==> config.mk <==
export PLATFORM = sky130hd
export DESIGN_NAME = gf_square_flat
export DESIGN_NICKNAME = d
export VERILOG_FILES = /design/src/rtl/gf_pkg.sv /design/src/rtl/gf_square_if.sv /design/src/rtl/gf_reduce.sv /design/src/rtl/gf_square.sv /design/src/flat_wrapper.sv
export SDC_FILE = /design/constraint.sdc
export NUM_CORES = 1
export LEC_CHECK = 0
export CAP_MARGIN = 20
export CORE_ASPECT_RATIO = 0.75
export CORE_MARGIN = 4
export CORE_UTILIZATION = 49
export DETAILED_ROUTE_END_ITERATION = 10
export MAX_ROUTING_LAYER = met4
export PLACE_DENSITY = 0.82
export SLEW_MARGIN = 20
export SYNTH_ARGS = -nofsm -noshare
export SYNTH_HDL_FRONTEND = slang
export SYNTH_SLANG_ARGS = --single-unit
==> constraint.sdc <==
create_clock -name clk -period 0.8 [get_ports clk]
set_input_delay 0.16 -clock clk [delete_from_list [all_inputs] [get_ports clk]]
set_output_delay 0.16 -clock clk [all_outputs]
set_load 0.01 [all_outputs]
==> src/rtl/gf_pkg.sv <==
// rtl/gf_pkg.sv - shared Galois-field constants and element type
package gf_pkg;

  localparam int GF_N_DEFAULT = 8;
  localparam logic [GF_N_DEFAULT:0] GF_PRIM_DEFAULT = 9'h11d;

  typedef logic [GF_N_DEFAULT-1:0] gf_elem_t;

endpackage

==> src/rtl/gf_square_if.sv <==
// rtl/gf_square_if.sv - valid-qualified operand/result bundle for the GF squarer
interface gf_square_if
  import gf_pkg::*;
#(
  parameter int N = GF_N_DEFAULT
) ();

  logic         in_valid;
  logic [N-1:0] in;
  logic [N:0]   prim;
  logic         out_valid;
  logic [N-1:0] out;

  modport master (
    output in_valid,
    output in,
    output prim,
    input  out_valid,
    input  out
  );

  modport slave (
    input  in_valid,
    input  in,
    input  prim,
    output out_valid,
    output out
  );

endinterface

==> src/rtl/gf_reduce.sv <==
// rtl/gf_reduce.sv - combinational reduction of a (2N-1)-bit polynomial modulo prim
module gf_reduce
  import gf_pkg::*;
#(
  parameter int N = GF_N_DEFAULT
) (
  input  logic [2*N-2:0] a,
  input  logic [N:0]     prim,
  output logic [N-1:0]   r
);

  logic [2*N-2:0] s;
  logic           unused_prim_msb;

  // The x^N coefficient is implied by the reduction step itself.
  assign unused_prim_msb = prim[N];

  always_comb begin
    s = a;
    for (int k = 2*N-2; k >= N; k--) begin
      if (s[k]) begin
        s[k-N +: N] = s[k-N +: N] ^ prim[N-1:0];
        s[k]        = 1'b0;
      end
    end
  end

  assign r = s[N-1:0];

endmodule

==> src/rtl/gf_square.sv <==
// rtl/gf_square.sv - registered GF(2^N) squarer; GF_SQUARE_PIPE_EN adds a second stage
module gf_square
  import gf_pkg::*;
#(
  parameter int N = GF_N_DEFAULT
) (
  input  logic      clk,
  input  logic      rst_n,
  gf_square_if.slave bus
);

  logic [2*N-2:0] sq;
  logic [2*N-2:0] red_a;
  logic [N:0]     red_prim;
  logic           red_valid;
  logic [N-1:0]   red_r;
  logic           out_valid_q;
  logic [N-1:0]   out_q;

  // Squaring over GF(2) spreads the operand bits onto the even positions.
  always_comb begin
    sq = '0;
    for (int i = 0; i < N; i++) begin
      sq[2*i] = bus.in[i];
    end
  end

`ifdef GF_SQUARE_PIPE_EN
  logic [2*N-2:0] sq_q;
  logic [N:0]     prim_q;
  logic           valid_q;

  always_ff @(posedge clk or negedge rst_n) begin
    if (!rst_n) begin
      sq_q    <= '0;
      prim_q  <= '0;
      valid_q <= 1'b0;
    end else begin
      valid_q <= bus.in_valid;
      if (bus.in_valid) begin
        sq_q   <= sq;
        prim_q <= bus.prim;
      end
    end
  end

  assign red_a     = sq_q;
  assign red_prim  = prim_q;
  assign red_valid = valid_q;
`else
  assign red_a     = sq;
  assign red_prim  = bus.prim;
  assign red_valid = bus.in_valid;
`endif

  gf_reduce #(.N(N)) u_reduce (
    .a    (red_a),
    .prim (red_prim),
    .r    (red_r)
  );

  always_ff @(posedge clk or negedge rst_n) begin
    if (!rst_n) begin
      out_valid_q <= 1'b0;
      out_q       <= '0;
    end else begin
      out_valid_q <= red_valid;
      if (red_valid) begin
        out_q <= red_r;
      end
    end
  end

  assign bus.out_valid = out_valid_q;
  assign bus.out       = out_q;

endmodule

==> src/flat_wrapper.sv <==
// flat-port wrapper written by rule: the top's interface ports become plain ports
module gf_square_flat import gf_pkg::*;
#(
  parameter int N = GF_N_DEFAULT
)
  (clk, rst_n, bus_in_valid, bus_in, bus_prim, bus_out_valid, bus_out);
  gf_square_if #(.N(N)) bus_i ();
  input  logic clk;
  input  logic rst_n;
  input wire logic [$bits(bus_i.in_valid)-1:0] bus_in_valid;
  input wire logic [$bits(bus_i.in)-1:0] bus_in;
  input wire logic [$bits(bus_i.prim)-1:0] bus_prim;
  output wire logic [$bits(bus_i.out_valid)-1:0] bus_out_valid;
  output wire logic [$bits(bus_i.out)-1:0] bus_out;
  assign bus_i.in_valid = bus_in_valid;
  assign bus_i.in = bus_in;
  assign bus_i.prim = bus_prim;
  assign bus_out_valid = bus_i.out_valid;
  assign bus_out = bus_i.out;
  gf_square #(.N(N)) u_core (.clk(clk), .rst_n(rst_n), .bus(bus_i));
endmodule
* Word level (Yosys, flattened, before mapping) *
Cells that the tools add are included.
Widths: inputs -> output; s select.

storage, ports and cells
  input port bits = 20
  bits in registers = 9

cells by class
  mux-type cells = 7
  bitwise gates (word level) = 7

operator list
  operator     number
  $mux 8       7
  $xor 8x8->8  6
  $xor 7x8->8  1

* Longest topological paths before layout *
  depth after elaboration = 14
  depth in mapped cells = 10

* Hierarchy *
Synthesis repeated with hierarchy kept, for this count alone.

unflattened totals
  cell total of the unflattened synthesis = 222
  area, all modules = 1801.7 um2

by module, submodules not included
  module     instances  cells each  area each (um2)
  gf_reduce  1          203         1441.4
  gf_square  1          19          360.3

* Worst setup path before layout *
OpenSTA, ideal clock, no wires.

  path type = input to register
  from = input bus_in[7]
  to = register u_core.out_q[5], in the netlist u_core.bus.out[5]
  library setup time = 0.082 ns
  stages on the path = 10
  path slack = -1.482 ns
  data arrival time = 2.200 ns
  path through = buf_6 and2b_1 xor3_1 nor2_2 xor3_1 buf_2 nand2_1 nor2_1 or4_1 a31oi_1

between the ends
  word-level cells in the longest chain between the ends = 12

ends and longest elaborated chain
  item                                          RTL line                          text
  from (decl)                                   flat_wrapper.sv:11                input wire logic [$bits(bus_i.in)-1:0] bus_in;
  $mux 8 * (2 in series)                        gf_reduce.sv:21                   if (s[k]) begin
  $xor 8x8->8 / $mux 8 (equally long branches)  gf_reduce.sv:22, gf_reduce.sv:21
  $mux 8 *                                      gf_reduce.sv:21
  $xor 8x8->8 / $mux 8 (equally long branches)  gf_reduce.sv:22, gf_reduce.sv:21
  $mux 8 *                                      gf_reduce.sv:21
  $xor 8x8->8 / $mux 8 (equally long branches)  gf_reduce.sv:22, gf_reduce.sv:21
  $mux 8 *                                      gf_reduce.sv:21
  $xor 8x8->8 / $mux 8 (equally long branches)  gf_reduce.sv:22, gf_reduce.sv:21
  $mux 8 *                                      gf_reduce.sv:21
  $xor 8x8->8 / $mux 8 (equally long branches)  gf_reduce.sv:22, gf_reduce.sv:21
  $mux 8 *                                      gf_reduce.sv:21
  to (signal assigned)                          gf_square.sv:69                   out_q <= red_r;
  to (decl)                                     gf_square.sv:18                   logic [N-1:0] out_q;

Mark *: on every way between the ends. The rest lies on a longest branch, timed or not.
A chain may end at the register's enable or synchronous reset.

* Worst setup path in the final report *
  from = input bus_prim[7]
  to = register u_core.out_q[4], in the netlist u_core.bus.out[4]

between the ends
  word-level cells in the longest chain between the ends = 12

ends and longest elaborated chain
  item                                          RTL line                          text
  from (decl)                                   flat_wrapper.sv:12                input wire logic [$bits(bus_i.prim)-1:0] bus_prim;
  $xor 7x8->8                                   gf_reduce.sv:22                   s[k-N +: N] = s[k-N +: N] ^ prim[N-1:0];
  $mux 8 (2 in series)                          gf_reduce.sv:21
  $mux 8 / $xor 8x8->8 (equally long branches)  gf_reduce.sv:21, gf_reduce.sv:22
  $xor 8x8->8 / $mux 8 (equally long branches)  gf_reduce.sv:22, gf_reduce.sv:21
  $mux 8 / $xor 8x8->8 (equally long branches)  gf_reduce.sv:21, gf_reduce.sv:22
  $xor 8x8->8 / $mux 8 (equally long branches)  gf_reduce.sv:22, gf_reduce.sv:21
  $mux 8 / $xor 8x8->8 (equally long branches)  gf_reduce.sv:21, gf_reduce.sv:22
  $xor 8x8->8 / $mux 8 (equally long branches)  gf_reduce.sv:22, gf_reduce.sv:21
  $mux 8 *                                      gf_reduce.sv:21
  $xor 8x8->8 / $mux 8 (equally long branches)  gf_reduce.sv:22, gf_reduce.sv:21
  $mux 8 *                                      gf_reduce.sv:21

Marks and branches as above.

==> impl_metrics.tcl <==
set metrics [dict create \
    slew_viol_final 0 \
    cts_tree "yes" \
    cts_hold_buf 0 \
    cts.clk_slew.worst_paths_ns 0.05 \
    synth_top_cell_by_area "dfrtp_1" \
    max-slew-margin-rel 0.637 \
    synth_fp_nets 236 \
    placed_cell_area_mm2 0.00242 \
    grt_pass1_vias 2349 \
    setup_viol 17 \
    timing.fmax_mhz 393 \
    maxCapViolCount 0 \
    cts_sinks 9 \
    end_kind "flop" \
    synth_area_mm2 0.00168 \
    period_minus_slack_ns 2.54 \
    die_w_um 75.5 \
    htreeDepth 1 \
    p_leak_nw 1.32 \
    finalCritPeriodShare 3.18 \
    ctsRootBufferMaster "clkbuf_8" \
    antenna_left 0 \
    synth.top_cell.area_share 0.134 \
    place_inst 332 \
    start_util 0.510 \
    failed_checks "negative setup slack" \
    pre_cts_slack_ns -2.14 \
    cp.arrival_ns 2.70 \
    firstDrtPassIters 8 \
    drt-total-wl_um 10200 \
    rows 18 \
    startpoint_type "input pin" \
    yosysSeqAreaShare 0.134 \
    synth_flop_cell "dfrtp_1" \
    clockBufferDepth 2 \
    crit_required_ns 0.96 \
    power_mw 4.50 \
    post_synth_num_cell_types 61 \
    hold_slack_ns 0.237 \
    wl_per_cell_um 27.7 \
    worstHoldPathType "input pin to async pin" \
    instances_no_fill 368 \
    antenna_found_initial 0 \
    synth_cells 216 \
    num_vias 2763 \
    async_reset_ff_frac 1.00 \
    route.detailed.drc 0 \
    die_area_mm2 0.00443 \
    portBuffers 27 \
    crit_path_top_delay_cell "xnor2_1" \
    syn_area_per_cell_um2 7.76 \
    crit_fanout 12 \
    clock_latency_ns 0.24 \
    setup_ws_ns -1.74 \
    fin_area_mm2 0.00304 \
    tightest_slew_ns 0.543 \
    gp_congestion 0.978 \
    status "finished, violations left" \
    rsz0062_at_grt "true" \
    layout.nets 349 \
    area_growth_pct 81.5 \
    antennaDiodeCount 0 \
    core_area_mm2 0.00329 \
    cp_num_buf_inv 4 \
    die_h_um 58.6 \
    place.detailed.hpwl_um 4370 \
    slowest_delay_ns 0.43 \
    final_cell_mix "buf_4 (79), buf_6 (22), nand2_1 (20), xnor2_1 (14), buf_2 (14)" \
    synthTopCellsByArea "dfrtp_1 (13%), xnor2_1 (8.4%), nand2_1 (4.5%), o21ai_0 (4.5%), xor3_1 (4.3%)" \
    yosysWarnings 0 \
    first_iter_violations 498 \
    synth-edff-count 0 \
    grt_max_degree 15 \
    final_hold_viol_count 0 \
    grt.overflow.total 0 \
    cts-buffers-inserted 3 \
    drive_gt1_frac 0.534 \
    cp_cell_sequence "buf_6, buf_6, buf_4, nor3b_1, a21oi_1, o21ai_1, buf_4, nand2_1, xnor2_1, nand3_1, a211o_1, a31oi_1" \
    viasPerCell 7.51 \
    grt_first_pass_wirelength_um 11700 \
    critPathKind "input pin to flop" \
    grt_usage 0.362 \
    layout.cells.most_common "buf_4" \
    vdd_ir_drop_max_uv 1560 \
    crit_family "compound AO/OA/AOI/OAI gates" \
    finClkSkew_ns 0 \
    ys_ff_latch 9 \
    io_pins 29 \
    p_per_area_mw_per_mm2 1480 \
]
==> power breakdown <==
part	internal [mW]	leakage (nW)	switching (mW)
combinational	1.59	1.19	1.68
sequential	0.580	0.106	0.0881
clock	0.350	0.0228	0.210
==> cell usage after synthesis (4+ instances only) <==
cell,n
a21oi_1,14
buf_2,6
buf_4,4
clkbuf_1,6
dfrtp_1,9
inv_1,8
mux2i_1,5
nand2_1,20
nand2b_1,8
nand3_1,7
nand4_1,4
nor2_1,10
o211ai_1,4
o21ai_0,15
o221ai_1,6
o311ai_0,6
xnor2_1,16
xor2_1,7
==> worst paths after layout <==
kind                                   start                 to  slack, ns  depth (start not counted)
setup / recovery                 bus_prim[7]  u_core.bus.out[4]      -1.74                         12
hold / removal                         rst_n  u_core.bus.out[6]       0.24                          2
setup reg to reg           u_core.bus.out[6]  u_core.bus.out[6]      -0.11                          2
hold reg to reg            u_core.bus.out[4]  u_core.bus.out[4]       0.55                          2
max in group asynchronous              rst_n  u_core.bus.out[7]       0.45                          2
min in group clk           u_core.bus.out[4]  u_core.bus.out[4]       0.55                          2
==> what timing repair did <==
item | 4_1_cts | 5_1_grt
gates cloned | 1 | 1
endpoints found under the hold margin | 0 | 0
resized for setup | 119 | 50
setup buffers | 18 | 13
pin swaps | 37 | 24
endpoints found under the setup margin | 17 | 17
==> layer usage <==
metal / wire length, um / up-vias / global-route usage
met2: 4130 / 357 / 0.545
li1: - / 1025 / -
met5: 0 / - / -
met4: 785 / 0 / 0.142
met1: 3640 / 1265 / 0.460
met3: 1630 / 116 / 0.0973
==> layout make-up <==
cell class | instances | area [um2]
multi-input cells | 178 | 1610
inverters | 10 | 41.3
flip-flops and latches | 9 | 225
fillers | 113 | 248
repair buffers | 127 | 1060
well taps | 40 | 50.0
clock buffers | 4 | 45.0
==> sequential cells by signal (all words and copies together) (netlist names) <==
| signal | flops |
|---|---|
| u_core.bus.out | 8 |
| u_core.bus.out_valid | 1 |
==> stage by stage <==
| step | TNS [ns] | utilization |
|---|---|---|
| final | -13.98 | 0.925 |
| after global routing | -14.92 | 0.925 |
| after CTS | -11.38 | 0.817 |
| after detailed placement | -18.71 | 0.737 |
| after global placement | -17.98 | 0.737 |
| after floorplan | -10.69 | - |
==> kinds of logic after synthesis <==
| logic type | count (synthesis) | share of synthesized area |
|---|---|---|
| compound gates | 78 | 0.344 |
| xor+xnor | 27 | 0.176 |
| fa+ha+maj | 1 | 0.00597 |
| buf+inv | 29 | 0.0829 |
| flops | 9 | 0.134 |
| mux | 7 | 0.0456 |
| simple gates | 65 | 0.211 |
Power figures use the tool's default switching activity.
